[config.mk]
export PLATFORM = sky130hd
export DESIGN_NAME = corejtagdebug_tgt_sched
export DESIGN_NICKNAME = d
export VERILOG_FILES = /design/src/rtl/corejtagdebug_pkg.sv /design/src/rtl/corejtagdebug_sel_dr.sv /design/src/rtl/corejtagdebug_tgt_sched.sv
export SDC_FILE = /design/constraint.sdc
export NUM_CORES = 1
export LEC_CHECK = 0
export BUFFER_PORTS_ARGS = -buffer_cell sky130_fd_sc_hd__buf_2
export CAP_MARGIN = 5
export CORE_AREA = 4 4 79 81
export DETAILED_ROUTE_END_ITERATION = 16
export DIE_AREA = 0 0 83 85
export HOLD_SLACK_MARGIN = 0.03
export PLACE_DENSITY = 0.59
export SLEW_MARGIN = 20
export SYNTH_ARGS = -nofsm -noshare
export SYNTH_HDL_FRONTEND = slang
export SYNTH_SLANG_ARGS = --single-unit
[constraint.sdc]
create_clock -name UDRCK -period 2.6 [get_ports UDRCK]
set_input_delay 0.13 -clock UDRCK [delete_from_list [all_inputs] [get_ports UDRCK]]
set_output_delay 0.13 -clock UDRCK [all_outputs]
set_load 0.03 [all_outputs]
[src/rtl/corejtagdebug_pkg.sv]
// Shared types for the multi-target JTAG debug tunnel scheduler.
// Latency: n/a (types and constants only).
// Backpressure: n/a.
package corejtagdebug_pkg;

  // Scheduler FSM encoding
  typedef enum logic [1:0] {
    ST_OFF   = 2'd0,
    ST_GRANT = 2'd1,
    ST_DRAIN = 2'd2,
    ST_GUARD = 2'd3
  } sched_st_t;

  // Select-DR bit positions (update view)
  localparam int DR_W       = 8;
  localparam int DR_EN      = 7;
  localparam int DR_LOCK    = 6;
  localparam int DR_ERR_CLR = 5;
  localparam int DR_IDX_HI  = 3;
  localparam int DR_IDX_LO  = 0;
  localparam int IDX_W      = 4;
  localparam int MAX_TGTS   = 16;

  // Capture view of the select DR, MSB first
  typedef struct packed {
    logic             busy_any;
    logic             lock;
    logic             err;
    logic             pend_vld;
    logic [IDX_W-1:0] sel_idx;
  } cap_word_t;

  function automatic logic [MAX_TGTS-1:0] idx_onehot(input logic [IDX_W-1:0] idx);
    logic [MAX_TGTS-1:0] oh;
    oh      = '0;
    oh[idx] = 1'b1;
    return oh;
  endfunction

endpackage

[src/rtl/corejtagdebug_sel_dr.sv]
// Scheduler select DR: 8-bit capture/shift/update register in the UJTAG user-IR space.
// Latency: capture/shift take effect on the UDRCK edge; upd_stb is combinational during update-DR.
// Backpressure: none; the TAP controller paces every access.
// Ports: clk/rst_n; sel_hit gates all actions; cap/sh/upd TAP states; tdi serial in;
//        cap_word loaded on capture; tdo = LSB; upd_stb plus decoded en/lock_req/err_clr/idx.
module corejtagdebug_sel_dr
  import corejtagdebug_pkg::*;
(
  input  logic             clk,
  input  logic             rst_n,
  input  logic             sel_hit,
  input  logic             cap,
  input  logic             sh,
  input  logic             upd,
  input  logic             tdi,
  input  cap_word_t        cap_word,
  output logic             tdo,
  output logic             upd_stb,
  output logic             en,
  output logic             lock_req,
  output logic             err_clr,
  output logic [IDX_W-1:0] idx
);

  logic [DR_W-1:0] sr;

  always_ff @(posedge clk or negedge rst_n) begin
    if (!rst_n) begin
      sr <= '0;
    end else if (sel_hit) begin
      if (cap) begin
        sr <= cap_word;
      end else if (sh) begin
        sr <= {tdi, sr[DR_W-1:1]};  // LSB-first
      end
    end
  end

  assign tdo      = sr[0];
  assign upd_stb  = sel_hit & upd;
  assign en       = sr[DR_EN];
  assign lock_req = sr[DR_LOCK];
  assign err_clr  = sr[DR_ERR_CLR];
  assign idx      = sr[DR_IDX_HI:DR_IDX_LO];

endmodule

[src/rtl/corejtagdebug_tgt_sched.sv]
// Target scheduler: grants one debug target's tunnel controller at a time via a select DR.
// Latency: grant GUARD_CYCLES+1 edges after update from idle, GUARD_CYCLES+2 from an idle grant.
// Backpressure: a switch waits for the granted target's TGT_BUSY to drop before deselecting.
// Ports: UDRCK/URSTB clock and async reset; UDRCAP/UDRSH/UDRUPD/UIREG/UTDI from UJTAG;
//        TGT_BUSY per-target packet in flight; TGT_EN one-hot grant; UTDO/UTDODRV scheduler DR out.
module corejtagdebug_tgt_sched
  import corejtagdebug_pkg::*;
#(
  parameter int          NUM_DEBUG_TGTS = 16,
  parameter logic [7:0]  IR_CODE_SEL    = 8'h50,
  parameter int          GUARD_CYCLES   = 4
) (
  input  logic                      UDRCK,
  input  logic                      URSTB,
  input  logic                      UDRCAP,
  input  logic                      UDRSH,
  input  logic                      UDRUPD,
  input  logic [7:0]                UIREG,
  input  logic                      UTDI,
  input  logic [NUM_DEBUG_TGTS-1:0] TGT_BUSY,
  output logic [NUM_DEBUG_TGTS-1:0] TGT_EN,
  output logic                      UTDO,
  output logic                      UTDODRV
);

  sched_st_t        state;
  logic [IDX_W-1:0] sel_idx;
  logic [IDX_W-1:0] pend_idx;
  logic [IDX_W-1:0] nxt_idx;   // target latched on GUARD entry
  logic             pend_en;
  logic             pend_vld;
  logic             lock;
  logic             err;
  logic [3:0]       guard_cnt;

  logic             sel_hit;
  logic             sr_tdo;
  logic             upd_stb;
  logic             upd_en;
  logic             upd_lock_req;
  logic             upd_err_clr;
  logic [IDX_W-1:0] upd_idx;
  logic             idx_bad;
  cap_word_t        cap_word;
  logic [MAX_TGTS-1:0] busy_ext;
  logic [MAX_TGTS-1:0] nxt_oh;

  assign sel_hit = (UIREG == IR_CODE_SEL);
  assign UTDODRV = sel_hit;
  assign UTDO    = sel_hit & sr_tdo;

  assign cap_word.busy_any = |TGT_BUSY;
  assign cap_word.lock     = lock;
  assign cap_word.err      = err;
  assign cap_word.pend_vld = pend_vld;
  assign cap_word.sel_idx  = sel_idx;

  // Zero-extend so a 4-bit index is always in range
  assign busy_ext = MAX_TGTS'(TGT_BUSY);
  assign nxt_oh   = idx_onehot(nxt_idx);
  assign idx_bad  = upd_en & ({1'b0, upd_idx} >= 5'(NUM_DEBUG_TGTS));

  corejtagdebug_sel_dr u_sel_dr (
    .clk      (UDRCK),
    .rst_n    (URSTB),
    .sel_hit  (sel_hit),
    .cap      (UDRCAP),
    .sh       (UDRSH),
    .upd      (UDRUPD),
    .tdi      (UTDI),
    .cap_word (cap_word),
    .tdo      (sr_tdo),
    .upd_stb  (upd_stb),
    .en       (upd_en),
    .lock_req (upd_lock_req),
    .err_clr  (upd_err_clr),
    .idx      (upd_idx)
  );

  always_ff @(posedge UDRCK or negedge URSTB) begin
    if (!URSTB) begin
      state     <= ST_OFF;
      sel_idx   <= '0;
      pend_idx  <= '0;
      nxt_idx   <= '0;
      pend_en   <= 1'b0;
      pend_vld  <= 1'b0;
      lock      <= 1'b0;
      err       <= 1'b0;
      guard_cnt <= '0;
      TGT_EN    <= '0;
    end else begin
      case (state)
        ST_OFF: begin
          TGT_EN <= '0;
          if (pend_vld) begin
            pend_vld <= 1'b0;
            if (pend_en) begin
              state     <= ST_GUARD;
              guard_cnt <= 4'(GUARD_CYCLES - 1);
              nxt_idx   <= pend_idx;
            end
          end
        end
        ST_GRANT: begin
          if (pend_vld) state <= ST_DRAIN;
        end
        ST_DRAIN: begin
          // Only the granted target's busy matters; others are ignored
          if (!busy_ext[sel_idx]) begin
            pend_vld <= 1'b0;
            TGT_EN   <= '0;
            if (pend_en) begin
              state     <= ST_GUARD;
              guard_cnt <= 4'(GUARD_CYCLES - 1);
              nxt_idx   <= pend_idx;
            end else begin
              state <= ST_OFF;
            end
          end
        end
        ST_GUARD: begin
          if (guard_cnt == '0) begin
            state   <= ST_GRANT;
            sel_idx <= nxt_idx;
            TGT_EN  <= nxt_oh[NUM_DEBUG_TGTS-1:0];
          end else begin
            guard_cnt <= guard_cnt - 4'd1;
          end
        end
        default: state <= ST_OFF;
      endcase

      // Placed after the FSM so a same-cycle update wins over pend_vld being consumed
      if (upd_stb) begin
        if (upd_err_clr) err <= 1'b0;
        if (!lock) begin
          if (idx_bad) begin
            err <= 1'b1;
          end else begin
            pend_idx <= upd_idx;
            pend_en  <= upd_en;
            pend_vld <= 1'b1;
            lock     <= upd_lock_req;
          end
        end
      end
    end
  end

  a_en_onehot0 : assert property (@(posedge UDRCK) disable iff (!URSTB) $onehot0(TGT_EN));

endmodule

==> results of run 1 <==
-- flip-flops by register name, indices dropped and copies added (netlist names) --
signal       flops
guard_cnt        4
state            2
u_sel_dr.sr      8
TGT_EN          16
pend_idx         4
pend_vld         1
lock             1
nxt_idx          4
pend_en          1
sel_idx          4
-- cell usage after synthesis, types with 3 or more instances --
master,number
dfrtp_1,45
o2bb2ai_1,3
a22oi_1,3
nor4_1,5
nand4_1,3
nand2_1,6
nor2b_1,5
nor2_1,13
inv_1,9
o21ai_0,6
a22o_1,9
a32o_1,3
a21oi_1,10
nand3_1,5
mux2_2,13
mux2i_1,14
-- per-stage QoR --
stage	worst slack (ns)	hold slack (ns)
final	0.320	0.0939
after global routing	0.183	0.0850
after CTS	0.290	0.0816
after detailed placement	0.325	0.349
after global placement	0.351	0.350
after floorplan	0.634	-0.166
-- layer usage --
metal,track usage,vias up
met3,0.0330,6
met5,0,-
met4,0.0446,0
met2,0.204,45
met1,0.179,749
li1,-,789
-- report_power, final --
part / internal (mW) / switching [mW]
logic: 0.0345 / 0.0377
registers: 0.714 / 0.0106
clock network: 0.189 / 0.234
-- kinds of logic after synthesis --
family                     Yosys count  share of synthesized area
xor gates and xnor gates             1                    0.00409
adders and majority gates            2                     0.0117
DFF                                 45                      0.526
muxes                               27                      0.134
buffers and inverters               16                     0.0374
and+or+nand+nor                     54                      0.142
AOI/OAI and AO/OA                   42                      0.144
-- layout make-up --
| type | instances | area [um^2] |
|---|---|---|
| Clock buffer | 6 | 72.6 |
| Fill cell | 537 | 2930 |
| Timing Repair Buffer | 51 | 270 |
| Inverter | 9 | 33.8 |
| Sequential cell | 45 | 1130 |
| Tap cell | 72 | 90.1 |
| Clock inverter | 2 | 15.0 |
| Multi-Input combinational cell | 126 | 933 |
-- how the worst max path moves through the flow --
| stage | endpoint |
|---|---|
| after floorplan | nxt_idx[0]$_DFFE_PN0P_ |
| after global placement | nxt_idx[3]$_DFFE_PN0P_ |
| after detailed placement | nxt_idx[3]$_DFFE_PN0P_ |
| after CTS | nxt_idx[3]$_DFFE_PN0P_ |
| after global routing | nxt_idx[0]$_DFFE_PN0P_ |
| final | nxt_idx[3]$_DFFE_PN0P_ |
-- critical path, cell delays in order, from the launching register on --
cell and delay [ns]:
dfrtp_1 0.57, mux2i_1 0.24, nand3_1 0.11, and3_1 0.22
or3b_4 0.40, a21oi_4 0.26, mux2_2 0.36
-- layout by cell type (no fill, tap or decap), drive strengths merged, types with 5 or more instances in the layout --
cell    synthesis  layout
nand2           6       6
nor2           14      14
buf             5      50
inv             9       9
a21oi          12      12
nand3           5       5
o21ai           6       6
a22o            9       9
mux2i          14      14
nor4            5       5
mux2           13      13
nor2b           5       5
clkbuf          2       6
dfrtp          45      45
==> impl_results.md, run 1 <==
- Total Nets Final: 270
- Largest net degree at the start of global routing: 46
- Worst Tran Pin Value: approximately 0.57 ns
- Hold Path Sink: lock$_DFFE_PN0N_
- Port-buffer cells: 47
- Avg WL per Cell: 14.1 um
- WL final: roughly 4.4 mm
- Non-filler instance count after layout: 311
- Crit start category: flop
- Share of cells above drive strength 1: 0.318
- Routability cong.: 0.725
- DIE AREA: ~7000 um^2
- Num ports: 48
- Clk slew on worst S/H paths: ~0.09 ns
- Syn Nets: 219
- Post-place instance area: 2440 um^2
- Synth top area share: 0.526
- Slew margin rel.: 0.620
- Min-delay src: UDRUPD
- CTS-repair resized insts: 0
- Die Ht: 85 um
- Setup bufs post-CTS: 0
- Fin crit period: approximately 2.3 ns
- Clock Latency Late Sink: roughly 0.30 ns
- # diodes: 0
- Residual DRC: 0
- Tcrit/Tclk final: 0.877
- Final Power: 1.22 mW
- Worst Hold Class: input port to flop
- Via count: around 1600
- CTS Buffer Depth: 2
- Starting DRT DRC Count: 61
- Initial antenna violation count: 0
- Syn avg cell area: 11.4 um^2
- Clk sinks: 45
- CTS Buf Count: 5
- Detailed placement HPWL: about 3.2 mm
- Critical path class: flop to flop
- DRT Pass-1 Iters: 4
- Top sig layer: met4
- Main flop type after synthesis: dfrtp_1
- Residual overflow from global routing: 0
- Top cells by area, synth: dfrtp_1, mux2_2, mux2i_1, a22o_1, a21oi_1
- Final Max Tran Viols: 0
- Clock skew: 0.00935 ns
- CORE AREA: ~5500 um^2
- WP data required: about 2.8 ns
- DP Cell Count: 302
- Hold path cells: 2
- Status: finished, final reports clean
- Final setup viols: 0
- Pwr Density: 480 nW/um^2
- CTS tree: done
- Leakage power: 1.26 nW
- Area leader, netlist: dfrtp_1
- Routed length on met2: 1.99 mm
- Initial Util: 0.391
- Start point of the critical path: sel_idx[2]$_DFFE_PN0P_
- Reg2Reg Depth: 6
- Yosys reg bits: 45
- Setup TNS: 0 ns
- Worst Setup End Kind: flop
- Reg2Reg Setup Slack: 0.32 ns
- Synth Instances: 187
- Synth cell types: 43
- Synthesized cell area: 2140 um^2
- Number of flops mapped to enable cells by yosys: 0
- CTS Root Cell: clkbuf_8
- Layout area overhead: 18.8%
- Endpoints failing hold: 0
- Final core utilization: 0.464
- Total global-route track usage: 0.131
- Number of global-route vias before repair: approximately 1600
- Routed Antenna Nets: 0
- WL met1: approximately 2.1 mm
- Fraction of registers with async set/reset: 1.00
- FP Rows: 27
- VDD IR-drop max: 0.277 mV
- Hold_buf cts: 1
- H-tree level count: 2
- Global-route wire length before repair: 7.60 mm
- Synth warn: 0
- Critical Path Fanout Max: 8
- Design area: between 2000 and 3000 um^2
- Reg-to-Reg Start: sel_idx[2]$_DFFE_PN0P_
- CP arrival: 2.46 ns
- Drt via density: 5.11
- Max_cap viols: 0
- Die X: 83 um
- Fmax achieved: about 440 MHz
- Met3 wire len: approximately 210 um
- RSZ-0062 raised after global routing: false
- RR Endpoint: nxt_idx[3]$_DFFE_PN0P_
- Sequential share of the synthesized area: 0.526
Note: power is estimated with default switching activity, not from simulation.
==> run 2: changes to the inputs <==
Settings changed: ABC_AREA set to 1, CORE_AREA 4 4 79 81 to 4 4 83 85, DIE_AREA 0 0 83 85 to 0 0 87 89, GPL_TIMING_DRIVEN set to 0.
==> run 2 against run 1 <==
Clock skew grew 0.0013 ns; sequential share of layout area shrank 5.4 points; maximum frequency grew 26%; worst setup slack gained 0.47 ns; largest power group unchanged; flip-flop and latch count is the same; power grew 68%.
==> impl_results.md, run 2 <==
- WP data required: 2.77 ns
- CORE AREA: 6200 um^2
- Slew margin rel.: 0.613
- Critical Path Fanout Max: 9
- Fmax achieved: about 550 MHz
- Synthesized cell area: 2430 um^2
- WL final: 5.00 mm
- Layout area overhead: 19.1%
- Worst Tran Pin Value: 0.581 ns
- Yosys reg bits: 45
- Critical-path cell list: inv_1 > ha_1 > nand2_1 > nor2_2 > inv_1 > nor2_1 > nor2_1 > nand2_1 > a21boi_0
- Synth top area share: 0.463
- Max FFs per register: 16
- CTS tree: done
- Fraction of registers with async set/reset: 1.00
- RSZ-0062 raised after global routing: false
- Leakage power: 1.47 nW
- Fin crit period: 1.81 ns
- Port-buffer cells: 47
- Die Ht: a little under 90 um
- Fillers: about 640
- Largest stage delay on the critical path: 0.39 ns
- Most common cell in the netlist: nand2_1
- Most frequent cells in the layout: nand2_1, buf_2, dfrtp_1, inv_1, nand3_1
- Num ports: 48
- DRT Pass-1 Iters: 5
- Top flop regs: TGT_EN x16, u_sel_dr.sr x8
- Syn avg cell area: 8.24 um^2
- CP arrival: 1.98 ns
- Max_cap viols: 0
- Design area: just under 3000 um^2
- DP Cell Count: 419
- Number of flops mapped to enable cells by yosys: 0
- Final Power: 2.05 mW
- H-tree level count: 2
- Clk slew on worst S/H paths: 0.09 ns
- Total global-route track usage: 0.136
- Residual overflow from global routing: 0
- Setup TNS: 0 ns
- Largest net degree at the start of global routing: 46
- Drt via density: 4.81
- Crit path max-delay family: simple AND/OR/NAND/NOR gates
- Synth Instances: 295
- Global-route wire length before repair: slightly above 8 mm
- Avg WL per Cell: roughly 12 um
- Via count: 2057
- Non-filler instance count after layout: 428
- CTS-repair resized insts: 0
- Starting DRT DRC Count: 67
- Buf/Inv on CP: 2
- Register bank with the most flops: TGT_EN
- Critical path class: flop to flop
- Endpoints failing hold: 0
- Worst Hold Class: input port to flop
- Detailed placement HPWL: about 3.8 mm
- Final Max Tran Viols: 0
- Pwr Density: 709 nW/um^2
- Post-place instance area: 2760 um^2
- CTS Buf Count: 5
- Status: finished, final reports clean
- Top cells by area, synth: dfrtp_1, nand2_1, inv_1, o21ai_2, nand3_1
- CTS Buffer Depth: 2
- Post-route setup slack: 0.786 ns
- Initial antenna violation count: 0
- List of most frequent post-synthesis cells: nand2_1, dfrtp_1, inv_1, nand3_1, o21ai_0
- Area of the multi-input gates: around 1100 um^2
- DP Worst Slack: 0.797 ns
- VDD IR-drop max: 0.387 mV
- Area leader, netlist: dfrtp_1
- Initial Util: 0.392
- Die X: 87 um
- Synth warn: 0
- Max stage delay cell, worst path: nor2_1
- Final setup viols: 0
- # diodes: 0
- Syn Nets: 327
- Most common cell after layout, fill and taps aside: nand2_1
- Routability cong.: 0.764
- Worst Setup End Kind: flop
- CTS Root Cell: clkbuf_8
- Clk sinks: 45
- Sequential share of the synthesized area: 0.463
- Synth cell types: 29
- Crit start category: flop
- Routed Antenna Nets: 0
- Number of global-route vias before repair: ~1900
- Residual DRC: 0
- Clock skew: 0.0107 ns
- Tcrit/Tclk final: 0.698
- DIE AREA: between 7000 and 8000 um^2
- Total Nets Final: 382
- FF/Latch Area: 1130 um^2
- FP Rows: 29
- Share of cells above drive strength 1: 0.271
- Clock Latency Late Sink: approximately 0.30 ns
- Setup bufs post-CTS: 0
- Main flop type after synthesis: dfrtp_1
-- run 2: cell count changes after synthesis, sizes merged, moves of 5 or more --
cell    delta
o211ai     +6
mux2i     -14
inv       +30
a22o       -9
nand2     +78
o21ai     +31
nor2b      -5
a21oi     -10
mux2      -13
nand3     +21
nor2      +10
-- run 2: worst reg2reg max path: stages (launching register included) --
cell and delay (ns):
dfrtp_1 0.37, inv_1 0.14, ha_1 0.16, nand2_1 0.06, nor2_2 0.13, inv_1 0.07
nor2_1 0.39, nor2_1 0.08, nand2_1 0.17, a21boi_0 0.12
-- run 2: power breakdown --
group / total, mW / internal, mW / leakage, nW / switching [mW]
clock: 0.552 / 0.313 / 0.0574 / 0.239
combinational: 0.688 / 0.238 / 0.838 / 0.450
sequential: 0.812 / 0.764 / 0.579 / 0.0484
total: 2.05 / 1.31 / 1.47 / 0.738
-- run 2: logic make-up (layout without fill, tap and decap cells) --
family                   after synthesis  after routing  share of synthesized area
buffers and inverters                 46            102                     0.0917
XOR/XNOR                               1              1                    0.00361
AO/OA/AOI/OAI                         51             51                      0.142
AND/OR/NAND/NOR                      150            150                      0.289
flip-flops                            45             45                      0.463
adder cells (fa/ha/maj)                2              2                     0.0103
-- run 2: area by class of cell --
type                       count  share of cell area
tap                           77              0.0333
timing repair buffer          48              0.0856
inverter                      39              0.0532
sequential                    45               0.389
multi-input combinational    204               0.374
clock buffer                   6              0.0285
clock inverter                 2              0.0130
buffer                         7              0.0238
-- run 2: path summary, 6_finish.rpt --
path / startpoint / endpoint / slack [ns] / depth (start not counted)
worst max-delay path: guard_cnt[0]$_DFFE_PN0P_ / guard_cnt[1]$_DFFE_PN0P_ / 0.79 / 9
worst min-delay path: UTDI / u_sel_dr.sr[7]$_DFFE_PN0P_ / 0.07 / 3
worst max register to register: guard_cnt[0]$_DFFE_PN0P_ / guard_cnt[1]$_DFFE_PN0P_ / 0.79 / 9
worst min register to register: TGT_EN[0]$_DFFE_PN0P_ / TGT_EN[0]$_DFFE_PN0P_ / 0.48 / 2
max in group asynchronous: URSTB / pend_vld$_DFF_PN0_ / 1.82 / 2
min in group asynchronous: URSTB / TGT_EN[10]$_DFFE_PN0P_ / 0.38 / 2
-- run 2: per-layer routing --
metal / vias up / track usage / share of wire
li1: 1065 / - / -
met1: 951 / 0.167 / 0.46
met2: 39 / 0.239 / 0.49
met3: 2 / 0.0276 / 0.050
met4: 0 / 0.0425 / 0.0044
met5: - / 0 / 0
-- run 2: what timing repair did --
action,CTS,global route
setup endpoints to repair,0,0
hold endpoints to repair,21,0
hold buffers,1,0
-- run 2: per-stage QoR --
step / utilization / hold slack (ns)
6_report: 0.466 / 0.0714
5_1_grt: 0.466 / 0.0822
3_3_place_gp: 0.445 / 0.358
4_1_cts: 0.466 / 0.0656
3_5_place_dp: 0.445 / 0.360
2_1_floorplan: - / -0.166
==> run 3: changes to the inputs <==
Settings changed: ABC_AREA 1 to 0, CORE_AREA 4 4 83 85 to 4 4 79 81, DIE_AREA 0 0 87 89 to 0 0 83 85.
Clock period 2.6 ns to 1.9 ns, I/O delays scaled along.
==> run 3 against run 2 <==
Hold slack got worse by 0.016 ns; maximum frequency down 13%; the flow now finishes with violations (negative setup slack); count of clock-buffer cells in the layout stayed put; critical endpoint is now nxt_idx[0]$_DFFE_PN0P_; via count fell by 20%.
==> impl_results.md, run 3 (synthesis gave the netlist of run 1 again) <==
- Worst Tran Pin Value: between 0.5 and 0.6 ns
- Fillers: 534
- Avg WL per Cell: 13.8 um
- Final Power: roughly 1.8 mW
- Clock skew: 0.0128 ns
- RSZ-0062 raised after global routing: true
- Final setup viols: 7
- Max FFs per register: 16
- Detailed placement HPWL: 3.19 mm
- DRT Pass-1 Iters: 4
- Met3 Use GR: 0.0398
- Initial Util: 0.391
- Critical-path cell list: buf_6 > mux2i_1 > a22oi_1 > and3_4 > or3b_4 > a21oi_4 > mux2_4
- Die Ht: around 85 um
- Routability cong.: between 0.7 and 0.8
- Violated checks: negative setup slack
- Final core utilization: 0.498
- Register bank with the most flops: TGT_EN
- Number of global-route vias before repair: 1695
- Total Nets Final: roughly 280
- CTS Root Cell: clkbuf_8
- Fin crit period: around 2.1 ns
- Top flop regs: TGT_EN x16, u_sel_dr.sr x8
- DP Worst Slack: -0.269 ns
- Via count: ~1700
- Fmax achieved: around 480 MHz
- Layout area overhead: 27.3%
- Top Usage Layer GRT: met2
- Port-buffer cells: 46
- WL final: 4.47 mm
- CP arrival: about 2.3 ns
- CTS Buf Count: 5
- Global-route wire length before repair: 7.66 mm
- Largest net degree at the start of global routing: 46
- Drt via density: 5.10
- Leakage power: 1.34 nW
- Worst Hold Class: input port to flop
- Max stage delay cell, worst path: or3b_4
- Residual overflow from global routing: 0
- # diodes: 0
- Post-route setup slack: -0.181 ns
- Most frequent cells in the layout: buf_2, dfrtp_1, mux2i_1, nor2_1, buf_4
- FP Rows: 27
- Tcrit/Tclk final: 1.10
- VDD IR-drop max: 0.547 mV
- Status: finished, violations left
- Non-filler instance count after layout: 324
- Total global-route track usage: 0.131
- Critical Path Fanout Max: 7
- DIE AREA: around 7100 um^2
- Die X: 83 um
- Share of cells above drive strength 1: 0.381
- Max_cap viols: 0
- Num ports: 48
- Routed Antenna Nets: 0
- Post-place instance area: 2460 um^2
- Clk sinks: 45
- Design area: 2720 um^2
- Starting DRT DRC Count: 44
- WP data required: 2.08 ns
- Met1 Resource Use GR: 0.169
- Endpoints failing hold: 0
- Largest stage delay on the critical path: approximately 0.40 ns
- Pwr Density: 665 nW/um^2
- Critical path class: flop to flop
- Worst Setup End Kind: flop
- Area of the multi-input gates: 990 um^2
- Crit start category: flop
- Initial antenna violation count: 0
- CTS tree: done
- Clock Latency Late Sink: 0.30 ns
- Clk slew on worst S/H paths: ~0.09 ns
- CTS Buffer Depth: 2
- Final Max Tran Viols: 0
- Residual DRC: 0
- Most common cell after layout, fill and taps aside: buf_2
- DP Cell Count: 305
- FF/Latch Area: 1130 um^2
- CORE AREA: ~5500 um^2
- Met2 usage: 0.210
- Slew margin rel.: 0.618
- H-tree level count: 2
## run 3: area by class of cell
cell class / count / share of cell area
clock buffers: 6 / 0.0266
plain buffers: 7 / 0.0184
clock inverters: 2 / 0.0142
well taps: 72 / 0.0331
repair buffers: 57 / 0.118
flip-flops and latches: 45 / 0.414
multi-input cells: 126 / 0.363
inverters: 9 / 0.0124
## run 3: worst max-delay path, delay by kind of cell (launching register included)
kind | cells | cell delay [ns]
muxes | 2 | 0.51
DFF | 1 | 0.35
and+or+nand+nor | 2 | 0.58
buffers and inverters | 1 | 0.13
AOI/OAI and AO/OA | 2 | 0.37
## run 3: path summary, 6_finish.rpt
| kind | startpoint | endpoint | slack [ns] | cells past startpoint |
|---|---|---|---|---|
| worst max-delay path | sel_idx[2]$_DFFE_PN0P_ | nxt_idx[0]$_DFFE_PN0P_ | -0.18 | 7 |
| worst min-delay path | UDRUPD | lock$_DFFE_PN0N_ | 0.06 | 2 |
| worst max register to register | sel_idx[2]$_DFFE_PN0P_ | nxt_idx[0]$_DFFE_PN0P_ | -0.18 | 7 |
| worst min register to register | TGT_EN[12]$_DFFE_PN0P_ | TGT_EN[12]$_DFFE_PN0P_ | 0.49 | 1 |
| max in group asynchronous | URSTB | sel_idx[1]$_DFFE_PN0P_ | 1.17 | 2 |
| min in group asynchronous | URSTB | TGT_EN[5]$_DFFE_PN0P_ | 0.32 | 2 |
## run 3: timing repair
action | 4_1_cts | 5_1_grt
resized for setup | 6 | 13
pin swaps | 5 | 7
buffers inserted | 11 | 1
cloned | 0 | 0
endpoints found under the setup margin | 18 | 26
hold buffers | 1 | 0
endpoints found under the hold margin | 45 | 0
## run 3: power breakdown
group / internal (mW) / leakage (nW) / switching, mW
combinational: 0.0492 / 0.667 / 0.0515
sequential: 0.977 / 0.619 / 0.0133
clock: 0.395 / 0.0554 / 0.326
## run 3: through the flow
stage / TNS (ns) / hold WS (ns)
floorplan: -0.264 / -0.201
global placement: -2.00 / 0.319
detailed placement: -2.22 / 0.317
CTS: -1.18 / 0.0483
global route: -2.81 / 0.0571
finish: -1.06 / 0.0552
## run 3: per-layer routing
metal | vias to the layer above | part of all wire | routed length, um
met5 | - | 0 | 0
met3 | 7 | 0.055 | 245
met4 | 0 | 0.012 | 54
met1 | 792 | 0.48 | 2140
met2 | 40 | 0.45 | 2020
li1 | 815 | - | -
